## config.mk

```make
export PLATFORM = sky130hd
export DESIGN_NAME = register_file_mp
export DESIGN_NICKNAME = d
export VERILOG_FILES = /design/src/rtl/register_file_mp.sv
export SDC_FILE = /design/constraint.sdc
export NUM_CORES = 1
export LEC_CHECK = 0
export ABC_AREA = 0
export BUFFER_PORTS_ARGS = -buffer_cell sky130_fd_sc_hd__buf_2
export CAP_MARGIN = 15
export CORE_MARGIN = 2
export CORE_UTILIZATION = 40
export CTS_CLUSTER_DIAMETER = 120
export DETAILED_ROUTE_END_ITERATION = 16
export GPL_TIMING_DRIVEN = 0
export HOLD_SLACK_MARGIN = 0.02
export PLACE_DENSITY_LB_ADDON = 0.08
export SYNTH_ARGS = -nofsm -noshare
export SYNTH_HDL_FRONTEND = slang
export SYNTH_SLANG_ARGS = --single-unit
```

## constraint.sdc

```tcl
create_clock -name clk -period 2.2 [get_ports clk]
set_input_delay 0.11 -clock clk [delete_from_list [all_inputs] [get_ports clk]]
set_output_delay 0.11 -clock clk [all_outputs]
set_load 0.02 [all_outputs]
```

## src/rtl/register_file_mp.sv

```systemverilog
// rtl/register_file_mp.sv - parametrised 2-read/2-write register file with registered reads and write acks
// Optional feature macro: RD_BYPASS_EN (defined: write-first reads; undefined: read-first reads)
module register_file_mp #(
  parameter int DATA_W = 8,
  parameter int ADDR_W = 3
) (
  input  logic              clk,
  input  logic              rst_n,
  input  logic [ADDR_W-1:0] RD_addr1,
  input  logic              RD_en1,
  input  logic [ADDR_W-1:0] RD_addr2,
  input  logic              RD_en2,
  input  logic [ADDR_W-1:0] WR_addr0,
  input  logic              WR_en0,
  input  logic [DATA_W-1:0] WR_data0,
  input  logic [ADDR_W-1:0] WR_addr1,
  input  logic              WR_en1,
  input  logic [DATA_W-1:0] WR_data1,
  output logic [DATA_W-1:0] RD_out1,
  output logic [DATA_W-1:0] RD_out2,
  output logic              RD_valid1,
  output logic              RD_valid2,
  output logic              wr_success0,
  output logic              wr_success1,
  output logic              wr_conflict
);

  localparam int DEPTH = 2 ** ADDR_W;

  logic [DATA_W-1:0] mem_q [DEPTH];
  logic [DATA_W-1:0] mem_d [DEPTH];

  logic [DATA_W-1:0] rd_out1_q, rd_out1_d;
  logic [DATA_W-1:0] rd_out2_q, rd_out2_d;
  logic              rd_valid1_q, rd_valid1_d;
  logic              rd_valid2_q, rd_valid2_d;
  logic              wr_success0_q, wr_success0_d;
  logic              wr_success1_q, wr_success1_d;
  logic              wr_conflict_q, wr_conflict_d;

  logic              collide;

  // Port 1 is applied first so port 0 wins when both target the same entry.
  always_comb begin
    collide = WR_en0 && WR_en1 && (WR_addr0 == WR_addr1);
    for (int i = 0; i < DEPTH; i++) begin
      mem_d[i] = mem_q[i];
    end
    if (WR_en1) begin
      mem_d[WR_addr1] = WR_data1;
    end
    if (WR_en0) begin
      mem_d[WR_addr0] = WR_data0;
    end
    wr_success0_d = WR_en0;
    wr_success1_d = WR_en1 && !collide;
    wr_conflict_d = collide;
  end

  // Read ports: load on enable, otherwise hold data and drop valid.
  always_comb begin
    rd_out1_d   = rd_out1_q;
    rd_out2_d   = rd_out2_q;
    rd_valid1_d = RD_en1;
    rd_valid2_d = RD_en2;
`ifdef RD_BYPASS_EN
    // Write-first: forward same-edge write data, port 0 taking precedence.
    if (RD_en1) begin
      if (WR_en0 && (WR_addr0 == RD_addr1)) begin
        rd_out1_d = WR_data0;
      end else if (WR_en1 && (WR_addr1 == RD_addr1)) begin
        rd_out1_d = WR_data1;
      end else begin
        rd_out1_d = mem_q[RD_addr1];
      end
    end
    if (RD_en2) begin
      if (WR_en0 && (WR_addr0 == RD_addr2)) begin
        rd_out2_d = WR_data0;
      end else if (WR_en1 && (WR_addr1 == RD_addr2)) begin
        rd_out2_d = WR_data1;
      end else begin
        rd_out2_d = mem_q[RD_addr2];
      end
    end
`else
    // Read-first: always return the contents held before this edge.
    if (RD_en1) begin
      rd_out1_d = mem_q[RD_addr1];
    end
    if (RD_en2) begin
      rd_out2_d = mem_q[RD_addr2];
    end
`endif
  end

  // Storage array, cleared asynchronously.
  always_ff @(posedge clk or negedge rst_n) begin
    if (!rst_n) begin
      for (int i = 0; i < DEPTH; i++) begin
        mem_q[i] <= '0;
      end
    end else begin
      for (int i = 0; i < DEPTH; i++) begin
        mem_q[i] <= mem_d[i];
      end
    end
  end

  // Output flops: read data/valid and write status pulses.
  always_ff @(posedge clk or negedge rst_n) begin
    if (!rst_n) begin
      rd_out1_q     <= '0;
      rd_out2_q     <= '0;
      rd_valid1_q   <= 1'b0;
      rd_valid2_q   <= 1'b0;
      wr_success0_q <= 1'b0;
      wr_success1_q <= 1'b0;
      wr_conflict_q <= 1'b0;
    end else begin
      rd_out1_q     <= rd_out1_d;
      rd_out2_q     <= rd_out2_d;
      rd_valid1_q   <= rd_valid1_d;
      rd_valid2_q   <= rd_valid2_d;
      wr_success0_q <= wr_success0_d;
      wr_success1_q <= wr_success1_d;
      wr_conflict_q <= wr_conflict_d;
    end
  end

  assign RD_out1     = rd_out1_q;
  assign RD_out2     = rd_out2_q;
  assign RD_valid1   = rd_valid1_q;
  assign RD_valid2   = rd_valid2_q;
  assign wr_success0 = wr_success0_q;
  assign wr_success1 = wr_success1_q;
  assign wr_conflict = wr_conflict_q;

endmodule
```

# Word-level counts from Yosys, hierarchy flattened
# Cells that the tools add are included.
# op_classes
order_cmp	6
n_eq_ne	1
n_mux	14
bitwise_logic	4
n_reduce_logical	6
# op_table
operator	count
64-bit bitwise mux	2
64-bit 2-to-1 mux	2
8-bit binary-select mux with 3-bit select	2
8-bit demux with 3-bit select	2
8-bit 2-to-1 mux	6
4-bit >= comparator (second input constant)	4
3-bit NOT with 4-bit output	4
4-bit by 1-bit < comparator with 1-bit output (second input constant)	2
1-bit logical AND	5
3-bit equality test	1
1-bit logical NOT	1
# word_totals
regBits	85
inputBits	34
out_inout_bits	21
word_cells	46

# Longest topological paths before layout
# Gate-level depths: netlist of the first run.
# logic_depth
ltp_word	9
mapped_depth	5

# Least setup slack after synthesis of the first run
# No wires, ideal clock.
# synth_path
path_kind	input -> register
start	in WR_addr1[0]
end	reg mem_q[60] in the netlist's numbering
arrival_time_ns	0.929
slack_ns	1.153
cell_stages	5
path_buffers	2
path_cell_list	buf_6 -> nor4b_4 -> buf_6 -> mux2i_1 -> o21ai_2
# synth_lines
element	line	text
start: declaration	16	input logic [ADDR_W-1:0] WR_addr1,
end signal: indexed assignment	105	mem_q[i] <= mem_d[i];
end: declaration	30	logic [DATA_W-1:0] mem_q [DEPTH];

==> results of run 1 <==
==> layout by cell type, fill, tap and decap left out, types with 2 or more instances in the layout <==
cell type,count
nand3_1,16
clkinv_2,2
a22oi_1,16
nand2_1,32
nor2_1,35
nand4b_1,6
nor2b_1,34
mux2i_1,112
xnor2_1,3
dfrtp_1,85
nand2b_1,2
and4bb_2,3
a41o_1,16
o21ai_2,2
buf_2,49
buf_1,2
dlygate4sd3_1,4
nand4_1,2
buf_4,14
o21ai_1,30
a21oi_1,32
and4bb_1,3
buf_6,12
nor4b_4,2
a211o_1,16
clkbuf_1,12
clkbuf_16,9
==> final timing paths <==
| kind | from | endpoint | slack [ns] | cells past startpoint |
|---|---|---|---|---|
| setup / recovery | WR_en0 | mem_q[14] | 0.59 | 7 |
| max in group asynchronous | rst_n | mem_q[16] | 1.33 | 3 |
| setup reg to reg | mem_q[39] | RD_out1[7] | 0.99 | 3 |
| hold reg to reg | mem_q[27] | mem_q[27] | 0.58 | 2 |
| min in group asynchronous | rst_n | mem_q[46] | 0.23 | 2 |
| hold / removal | WR_en1 | wr_conflict | 0.07 | 3 |
==> layer usage <==
metal	wire length [um]	GRT usage, %
met1	7830	35.7
met2	7450	36.3
met3	886	3.97
met4	360	8.66
met5	0	0
==> cells by family (layout without fill, tap and decap cells) <==
family / after synthesis / after routing
multiplexers: 112 / 112
AO/OA/AOI/OAI: 112 / 112
XOR/XNOR: 3 / 3
flip-flops: 85 / 85
buffers and inverters: 58 / 109
AND/OR/NAND/NOR: 137 / 137
==> power by group through the flow <==
stage	combinational (W)	sequential, W	clock [W]
after floorplan	0.000763	0.00215	0
after global placement	0.00115	0.00215	0
after detailed placement	0.00119	0.00216	0
after CTS	0.00119	0.00213	0.00143
after global routing	0.00130	0.00218	0.00149
final	0.00119	0.00214	0.00141
==> critical path: cells and delay by family <==
kind / cells / cell delay, ns
simple gates: 2 / 0.50
buf+inv: 4 / 1.18
compound gates: 1 / 0.04
==> cell usage after synthesis <==
library cell / number / area share [%]
xnor2_1: 3 / 0.51
nand4_2: 1 / 0.24
inv_1: 1 / 0.073
buf_2: 19 / 1.8
clkbuf_1: 10 / 0.73
dfrtp_1: 85 / 41
nand2b_1: 2 / 0.24
a22oi_1: 16 / 2.3
and4bb_1: 3 / 0.73
buf_6: 12 / 2.6
nor4b_4: 2 / 0.92
nand2_1: 32 / 2.3
nor2_1: 35 / 2.5
clkbuf_2: 1 / 0.097
and4bb_2: 3 / 0.73
mux2i_1: 112 / 22
nand3_1: 16 / 1.5
a211o_1: 16 / 2.7
a21oi_1: 32 / 3.1
nand4b_1: 6 / 1.0
o21ai_2: 2 / 0.34
o21ai_1: 30 / 2.9
buf_4: 13 / 1.9
a41o_1: 16 / 3.1
nand4_1: 2 / 0.24
nor2b_1: 34 / 4.1
buf_1: 2 / 0.15
and2_1: 1 / 0.12
==> flip-flops by register name, indices dropped and copies added, names as in the netlist <==
signal / flops
wr_success0: 1
mem_q: 64
RD_out2: 8
RD_valid2: 1
RD_valid1: 1
wr_conflict: 1
wr_success1: 1
RD_out1: 8
==> stage by stage <==
stage	util, %	total power (W)	area (um^2)
2_1_floorplan	-	0.00291	5170
3_3_place_gp	43.9	0.00330	5540
3_5_place_dp	44.1	0.00335	5570
4_1_cts	46.5	0.00475	5870
5_1_grt	46.5	0.00497	5870
6_report	46.5	0.00474	5870
==> layout make-up <==
type,count,area share [%]
Inverter,1,0.0640
Clock inverter,4,0.448
Clock buffer,11,3.97
Multi-Input combinational cell,364,45.3
Timing Repair Buffer,36,3.84
Tap cell,172,3.67
Sequential cell,85,36.3
Buffer,57,6.44
==> impl_metrics.yaml, run 1 <==
yosys:
  synth_nets: 541
  yosysWarnings: 0
  syn_area_per_cell_um2: 10.2
  yosys_register_bits: 85
  seq_area_frac_synth_pct: 41.2
  synthCells: 507
  synth_compound_area_share_pct: 14.5
  synth-xor-area-share_pct: 0.508
  synth_area_um2: 5170
  synth-simple-area-share_pct: 14.8
  ys_types: 28
  synth_fa_ha_area_share_pct: 0
  synth_top_family_by_area: "multiplexers"
  synthMuxAreaShare_pct: 21.7
placement:
  dp_hpwl_mm: 11.8
  placement.io_buffers: 31
  pre_cts_ws_ns: 0.757
  gp_congestion: 0.828
  place_inst: 711
power_and_ir_drop:
  power_frac_seq_pct: 45.1
  cellLeakagePower_nw: 2.73
  clkPwrFrac_pct: 29.8
  swShare_pct: 33.1
  ir_drop_mv: 0.437
  p_int_w: 0.00317
  comb_power_share_pct: 25.1
  p_switching_w: 0.00157
  p_per_area_nw_per_um2: 808
timing:
  hold_viol_final: 0
  fin_ws_ns: 0.593
  fin_crit_sh_pct: 73.1
  finalCriticalPeriod_ns: 1.61
  setup_viol: 0
  max_freq_ghz: 0.622
  maxSlewViolCount: 0
  tightest_slew_ns: 0.727
  whs_ns: 0.0654
  tns_ns: 0
  finClkSkew_ns: 0.00729
  relSlewSlack_pct: 51.5
  rsz0062_at_grt: "false"
grt:
  grt_max_degree: 60
  grt_pass1_vias: 4010
  track_usage_pct: 24.4
  grt_pass1_wl_mm: 24.9
  grt_antenna_before_repair: 0
  grt_overflow_total: 0
final_layout:
  regArea_um2: 2130
  area.growth.synth_to_final_pct: 13.5
  nets: 588
  multi_input_area_um2: 2660
  final_cells: 730
  drive_gt1_share_pct: 17.6
  antennaDiodeCount: 0
  num-fill-cells: 1291
critical_path:
  cp_slowest_cell: "dlygate4sd3_1"
  path_cells: "dlygate4sd3_1 -> buf_2 -> buf_2 -> nand4b_1 -> buf_2 -> nor2_1 -> a21oi_1"
  crit_type: "input pin to flip-flop"
  critPathLaunchType: "input pin"
  cp_max_fo: 10
  max_stage_delay_ns: 0.53
  timing.critical_path.mode_cell: "buf_2"
  required_ns: 2.43
  worst_ep_arrival_time_ns: 1.84
  cp-end-kind: "flip-flop"
die:
  core_um2: 12600
  fp.dieW_um: 118
  start_util_pct: 40.9
  ios: 55
  rows: 41
  die_h_um: 118
  die_area_um2: 13800
drt:
  via_count: 4045
  drc_errors: 0
  wire_per_inst_um: 22.6
  ant_nets: 0
  drtPass1Iterations: 4
  drt_iter0_markers: 271
  wl_mm: 16.5
  viasPerCell: 5.54
clocking:
  cts_max_path_buffers: 2
  insertion_delay_ns: 0.35
  cts_tree: "built"
  cts_resized: 0
  path_clk_slew_ns: 0.06
  cts.htree.levels: 3
  clock_sinks: 85
  post_cts_buffers: 0
  cts_made_buffers: 9
  clock-root-buffer: "clkbuf_16"
  postCtsHoldBufs: 4
status:
  status: "finished clean"
flow_run:
  drv_cap: 0
worst_hold_path:
  hold_class: "input pin to flip-flop"
Note: power is estimated with default switching activity, not from simulation.
==> run 2: changes to the inputs <==
ABC_AREA = 1   (was 0)
clock period = 1.36 ns   (was 2.2 ns; I/O delays follow)
==> run 2 against run 1 <==
Compared with the run above: count of clock-buffer cells in the layout is the same; non-clock buffer count rose by 6; routed wire length increased by 23%; total power is 74% higher; utilization grew 1.5 points; via count is 33% higher; critical path depth is 1 lower; die area is 0.31% higher; area after synthesis increased by 0.31%; sequential power up 49%; register-to-register slack worse by 0.77 ns; final area increased by 3.2%.
==> impl_metrics.yaml, run 2 <==
final_layout:
  final_area_um2: 6050
  largest_register: "mem_q"
  antennaDiodeCount: 0
  final_common_cell: "nand2_1"
  nets: 840
  layout_common_cells: "nand2_1, nand3_1, inv_1, dfrtp_1, buf_2"
  area.growth.synth_to_final_pct: 16.8
  final_util_pct: 48.0
  drive_gt1_share_pct: 13.3
  num-fill-cells: 1362
  multi_input_area_um2: 2440
  final_cells: 983
  regArea_um2: 2130
  largest_reg_flops: 64
yosys:
  synth-simple-area-share_pct: 32.0
  synth_edf_count: 0
  synth_area_um2: 5180
  ys_types: 24
  synth_top_area_cell: "dfrtp_1"
  synth_flop_cell: "dfrtp_1"
  synthMuxAreaShare_pct: 0
  synthTopCellsByCount: "nand2_1, nand3_1, inv_1"
  seq_area_frac_synth_pct: 41.0
  synth_nets: 777
  synth_async_sr_flop_share_pct: 100
  yosys_register_bits: 85
  post_synth_main_area_contributors: "dfrtp_1, nand2_1, nand3_1"
  synth_top_family_by_area: "simple AND/OR/NAND/NOR gates"
  yosysWarnings: 0
  synth_top_area_share_pct: 41.0
  syn_area_per_cell_um2: 6.98
  synth-xor-area-share_pct: 0.169
  synthCells: 743
  synth.most_common_cell: "nand2_1"
  synth_compound_area_share_pct: 15.0
  synth_fa_ha_area_share_pct: 0
clocking:
  clock-root-buffer: "clkbuf_16"
  clock_sinks: 85
  cts.htree.levels: 3
  insertion_delay_ns: 0.35
  cts_max_path_buffers: 2
  cts_tree: "built"
  path_clk_slew_ns: 0.07
  post_cts_buffers: 0
  cts_resized: 0
  cts_made_buffers: 9
critical_path:
  timing.rr.start: "mem_q[7]"
  r2r_slack_ns: 0.22
  crit_type: "flip-flop to flip-flop"
  critPathLaunchType: "flip-flop"
  path_cells: "inv_1 -> nand2_1 -> nand3_1 -> nand3_1 -> nand3_1 -> nand2_1"
  cp_slowest_cell: "dfrtp_1"
  timing.critical_path.mode_cell: "nand3_1"
  max_stage_delay_ns: 0.40
  worst_ep_arrival_time_ns: 1.39
  cp-end-kind: "flip-flop"
  reg2reg_to: "RD_out1[7]"
  reg2reg_depth: 6
  required_ns: 1.60
  cp_max_fo: 2
placement:
  placement.io_buffers: 40
  place_inst: 956
  dp_hpwl_mm: 15.0
  placed_cell_area_um2: 5630
  gp_congestion: 0.935
drt:
  drc_errors: 0
  wire_per_inst_um: 20.7
  via_count: 5375
  ant_nets: 0
  drtPass1Iterations: 5
  drt_iter0_markers: 544
  wl_mm: 20.4
  viasPerCell: 5.47
grt:
  grt_max_degree: 53
  grt_pass1_wl_mm: 31.1
  track_usage_pct: 30.2
  grt_antenna_before_repair: 0
  grt_pass1_vias: 5074
  grt_overflow_total: 0
timing:
  maxSlewViolCount: 0
  finalCriticalPeriod_ns: 1.14
  tightest_slew_ns: 0.752
  max_freq_ghz: 0.874
  finClkSkew_ns: 0.00915
  relSlewSlack_pct: 49.9
  setup_viol: 0
  fin_crit_sh_pct: 84.2
  hold_viol_final: 0
  rsz0062_at_grt: "false"
status:
  status: "finished clean"
die:
  die_h_um: 118
  core_um2: 12600
  start_util_pct: 41.1
  rows: 41
  die_area_um2: 13900
  fp.dieW_um: 118
  ios: 55
power_and_ir_drop:
  p_per_area_nw_per_um2: 1360
  clkPwrFrac_pct: 31.1
  finalPower_w: 0.00825
  power_frac_seq_pct: 38.5
  swShare_pct: 35.9
  p_switching_w: 0.00296
  p_int_w: 0.00528
  ir_drop_mv: 0.610
  cellLeakagePower_nw: 3.12
  comb_power_share_pct: 30.4
worst_hold_path:
  whs_path_depth: 4
  hold_end: "wr_success1"
  hold_class: "input pin to flip-flop"
  hp-start: "WR_en0"
flow_run:
  drv_cap: 0
[run 2: layer usage]
layer / vias to the layer above / GRT usage [%] / wire (um)
met5: - / 0 / 0
met4: 0 / 13.3 / 750
met3: 36 / 7.17 / 1840
met2: 256 / 46.2 / 9110
met1: 2542 / 40.7 / 8670
li1: 2541 / - / -
[run 2: logic make-up after synthesis]
family	Yosys count
compound gates	130
xor+xnor	1
buf+inv	140
simple gates	387
flops	85
[run 2: cell type report]
class                           count  share of cell area [%]
Multi-Input combinational cell    518                    40.4
Sequential cell                    85                    35.1
Timing Repair Buffer               54                    5.95
Inverter                           93                    5.77
Buffer                             45                    4.24
Clock buffer                       11                    4.01
Tap cell                          172                    3.55
Clock inverter                      5                   0.992
[run 2: power by group through the flow]
stage / combinational (W) / clock, W / sequential, W
after floorplan: 0.00148 / 0 / 0.00330
after global placement: 0.00239 / 0 / 0.00321
after detailed placement: 0.00243 / 0 / 0.00322
after CTS: 0.00248 / 0.00260 / 0.00317
after global routing: 0.00279 / 0.00270 / 0.00323
final: 0.00250 / 0.00257 / 0.00318
[run 2: worst max path at each step]
stage | from | to | slack, ns | cells after the start
finish | mem_q[7] | RD_out1[7] | 0.22 | 6
global route | mem_q[6] | RD_out2[6] | 0.09 | 6
CTS | RD_en1 | RD_out1[1] | 0.10 | 6
detailed placement | RD_addr2[0] | RD_out2[3] | -0.0002 | 7
global placement | rst_n | mem_q[18] | -0.51 | 1
floorplan | RD_addr1[0] | RD_out1[5] | 0.45 | 7
[run 2: metrics by stage]
step / TNS (ns) / setup slack, ns / hold slack [ns]
floorplan: 0 / 0.452 / -0.228
global placement: -42.53 / -0.509 / 0.195
detailed placement: -0.000176 / -0.000176 / 0.0514
CTS: 0 / 0.103 / 0.109
global route: 0 / 0.0892 / 0.149
finish: 0 / 0.215 / 0.104
[run 2: what timing repair did]
action                                  4_1_cts  5_1_grt
hold buffers                                 13        0
endpoints found under the hold margin        53        0
endpoints found under the setup margin        0        7
[run 2: critical path: cells and delay by family (launching register included)]
kind / cells / cell delay (ns)
and+or+nand+nor: 5 / 0.48
buffers and inverters: 1 / 0.15
DFF: 1 / 0.40
==> run 3: changes to the inputs <==
ABC_AREA = 0   (was 1)
clock period = 1.1 ns   (was 1.36 ns; I/O delays follow)
==> run 3 against run 2 <==
Compared with the run above: the run now ends with setup timing left; register-to-register slack worse by 0.28 ns; global-route usage decreased by 5.7 points; clock power rose by 9.3%; clock skew fell by 0.0019 ns; sequential share of layout area about the same; final cell count fell by 25%; die area is 0.31% lower; worst setup slack worse by 0.28 ns; sequential power grew 36%; count of clock-buffer cells in the layout stayed put; final area is 0.12% higher; hold slack lost 0.070 ns.
==> impl_metrics.yaml, run 3 (same netlist as run 1, synthesis figures left out) <==
status:
  status: "complete, but fails checks"
  violations: "setup timing"
die:
  die_h_um: 118
  rows: 41
  core_um2: 12600
  die_area_um2: 13800
  ios: 55
  start_util_pct: 40.9
  fp.dieW_um: 118
placement:
  place_inst: 711
  placement.io_buffers: 31
  dp_hpwl_mm: 11.8
  gp_congestion: 0.828
critical_path:
  max_stage_delay_ns: 0.42
  worst_ep_arrival_time_ns: 1.40
  reg2reg_to: "RD_out1[7]"
  r2r_slack_ns: -0.07
  required_ns: 1.34
  cp_slowest_cell: "dfrtp_1"
  cp_num_buf_inv: 0
  critPathLaunchType: "flip-flop"
  crit_type: "flip-flop to flip-flop"
  cp_max_fo: 3
  cp-end-kind: "flip-flop"
  path_cells: "mux2i_2 -> a22oi_2 -> a41o_1"
  reg2reg_depth: 3
  critPathTopFamily: "flip-flops"
  timing.rr.start: "mem_q[47]"
clocking:
  cts_tree: "built"
  clock-root-buffer: "clkbuf_16"
  cts_max_path_buffers: 2
  clock_sinks: 85
  cts_made_buffers: 9
  cts.htree.levels: 3
  insertion_delay_ns: 0.35
  path_clk_slew_ns: 0.07
timing:
  rsz0062_at_grt: "true"
  max_freq_ghz: 0.858
  fin_crit_sh_pct: 106
  finClkSkew_ns: 0.00730
  tightest_slew_ns: 0.737
  whs_ns: 0.0336
  setup_viol: 12
  relSlewSlack_pct: 50.9
  finalCriticalPeriod_ns: 1.17
  hold_viol_final: 0
  maxSlewViolCount: 0
  fin_ws_ns: -0.0651
  tns_ns: -0.470
final_layout:
  drive_gt1_share_pct: 22.8
  num-fill-cells: 1277
  largest_reg_flops: 64
  nets: 595
  largest_register: "mem_q"
  area.growth.synth_to_final_pct: 17.3
  antennaDiodeCount: 0
  final_common_cell: "mux2i_1"
  layout_common_cells: "mux2i_1, dfrtp_1, buf_2, nor2_1"
  final_cells: 737
power_and_ir_drop:
  p_switching_w: 0.00322
  comb_power_share_pct: 26.3
  finalPower_w: 0.00969
  ir_drop_mv: 0.864
  cellLeakagePower_nw: 2.76
  swShare_pct: 33.2
  power_frac_seq_pct: 44.7
  clkPwrFrac_pct: 29.0
  p_int_w: 0.00647
  p_per_area_nw_per_um2: 1600
drt:
  via_count: 4071
  drtPass1Iterations: 4
  viasPerCell: 5.52
  ant_nets: 0
  drc_errors: 0
  drt_iter0_markers: 255
  wire_per_inst_um: 22.5
  wl_mm: 16.6
flow_run:
  drv_cap: 0
worst_hold_path:
  hold_end: "mem_q[40]"
  whs_path_depth: 3
  hp-start: "WR_data0[0]"
  hold_class: "input pin to flip-flop"
grt:
  grt_max_degree: 60
  grt_overflow_total: 0
  track_usage_pct: 24.5
  grt_pass1_wl_mm: 25.1
  grt_antenna_before_repair: 0
  grt_pass1_vias: 4027
## run 3: cell count changes in the layout (fill, tap and decap cells not counted), moves of 27 or more
| cell | before | now |
|---|---|---|
| nand3_1 | 112 | 16 |
| nand2_1 | 246 | 32 |
| nor2b_1 | 0 | 31 |
| o211ai_1 | 37 | 0 |
| o21ai_0 | 35 | 0 |
| nor2_1 | 6 | 33 |
| inv_1 | 88 | 1 |
| mux2i_1 | 0 | 102 |
## run 3: worst min-delay path: cells and delay by family
family	cells	cell delay (ns)
and+or+nand+nor	1	0.06
buffers and inverters	1	0.17
AOI/OAI and AO/OA	1	0.05
## run 3: repair_timing
action,CTS,global route
hold buffers,6,0
endpoints found under the setup margin,12,18
hold endpoints to repair,32,0
pin swaps,9,7
resized for setup,16,14
buffers inserted,0,5
## run 3: worst max path at each step
stage / startpoint / end / slack, ns / cells past startpoint
after floorplan: mem_q[24] / RD_out1[0] / 0.07 / 3
after global placement: rst_n / mem_q[7] / -0.92 / 1
after detailed placement: WR_en0 / mem_q[22] / -0.29 / 6
after CTS: mem_q[32] / RD_out1[0] / -0.06 / 3
after global routing: mem_q[31] / RD_out1[7] / -0.09 / 3
final: mem_q[47] / RD_out1[7] / -0.07 / 3
## run 3: per-layer routing
metal | track usage, % | wire (um)
met1 | 35.9 | 8030
met2 | 36.9 | 7590
met3 | 3.97 | 686
met4 | 8.13 | 248
met5 | 0 | 0
## run 3: cell type report
cell class	count	area (um^2)	area share (%)
multi-input cells	364	2800	46.1
flip-flops and latches	85	2130	35.1
plain buffers	57	378	6.23
repair buffers	43	283	4.66
clock buffers	11	233	3.84
well taps	172	215	3.55
clock inverters	4	26.3	0.433
inverters	1	3.75	0.0619
## run 3: power by group through the flow
stage | clock network [W] | registers (W) | logic (W)
floorplan | 0 | 0.00430 | 0.00153
global placement | 0 | 0.00429 | 0.00230
detailed placement | 0 | 0.00432 | 0.00237
CTS | 0.00285 | 0.00429 | 0.00247
global route | 0.00298 | 0.00440 | 0.00277
finish | 0.00281 | 0.00433 | 0.00255
## run 3: through the flow
step / utilization [%] / area [um^2] / setup slack, ns
finish: 48.0 / 6060 / -0.0651
floorplan: - / 5170 / 0.0722
global placement: 43.9 / 5540 / -0.920
global route: 48.0 / 6060 / -0.0926
detailed placement: 44.1 / 5570 / -0.288
CTS: 47.2 / 5960 / -0.0579
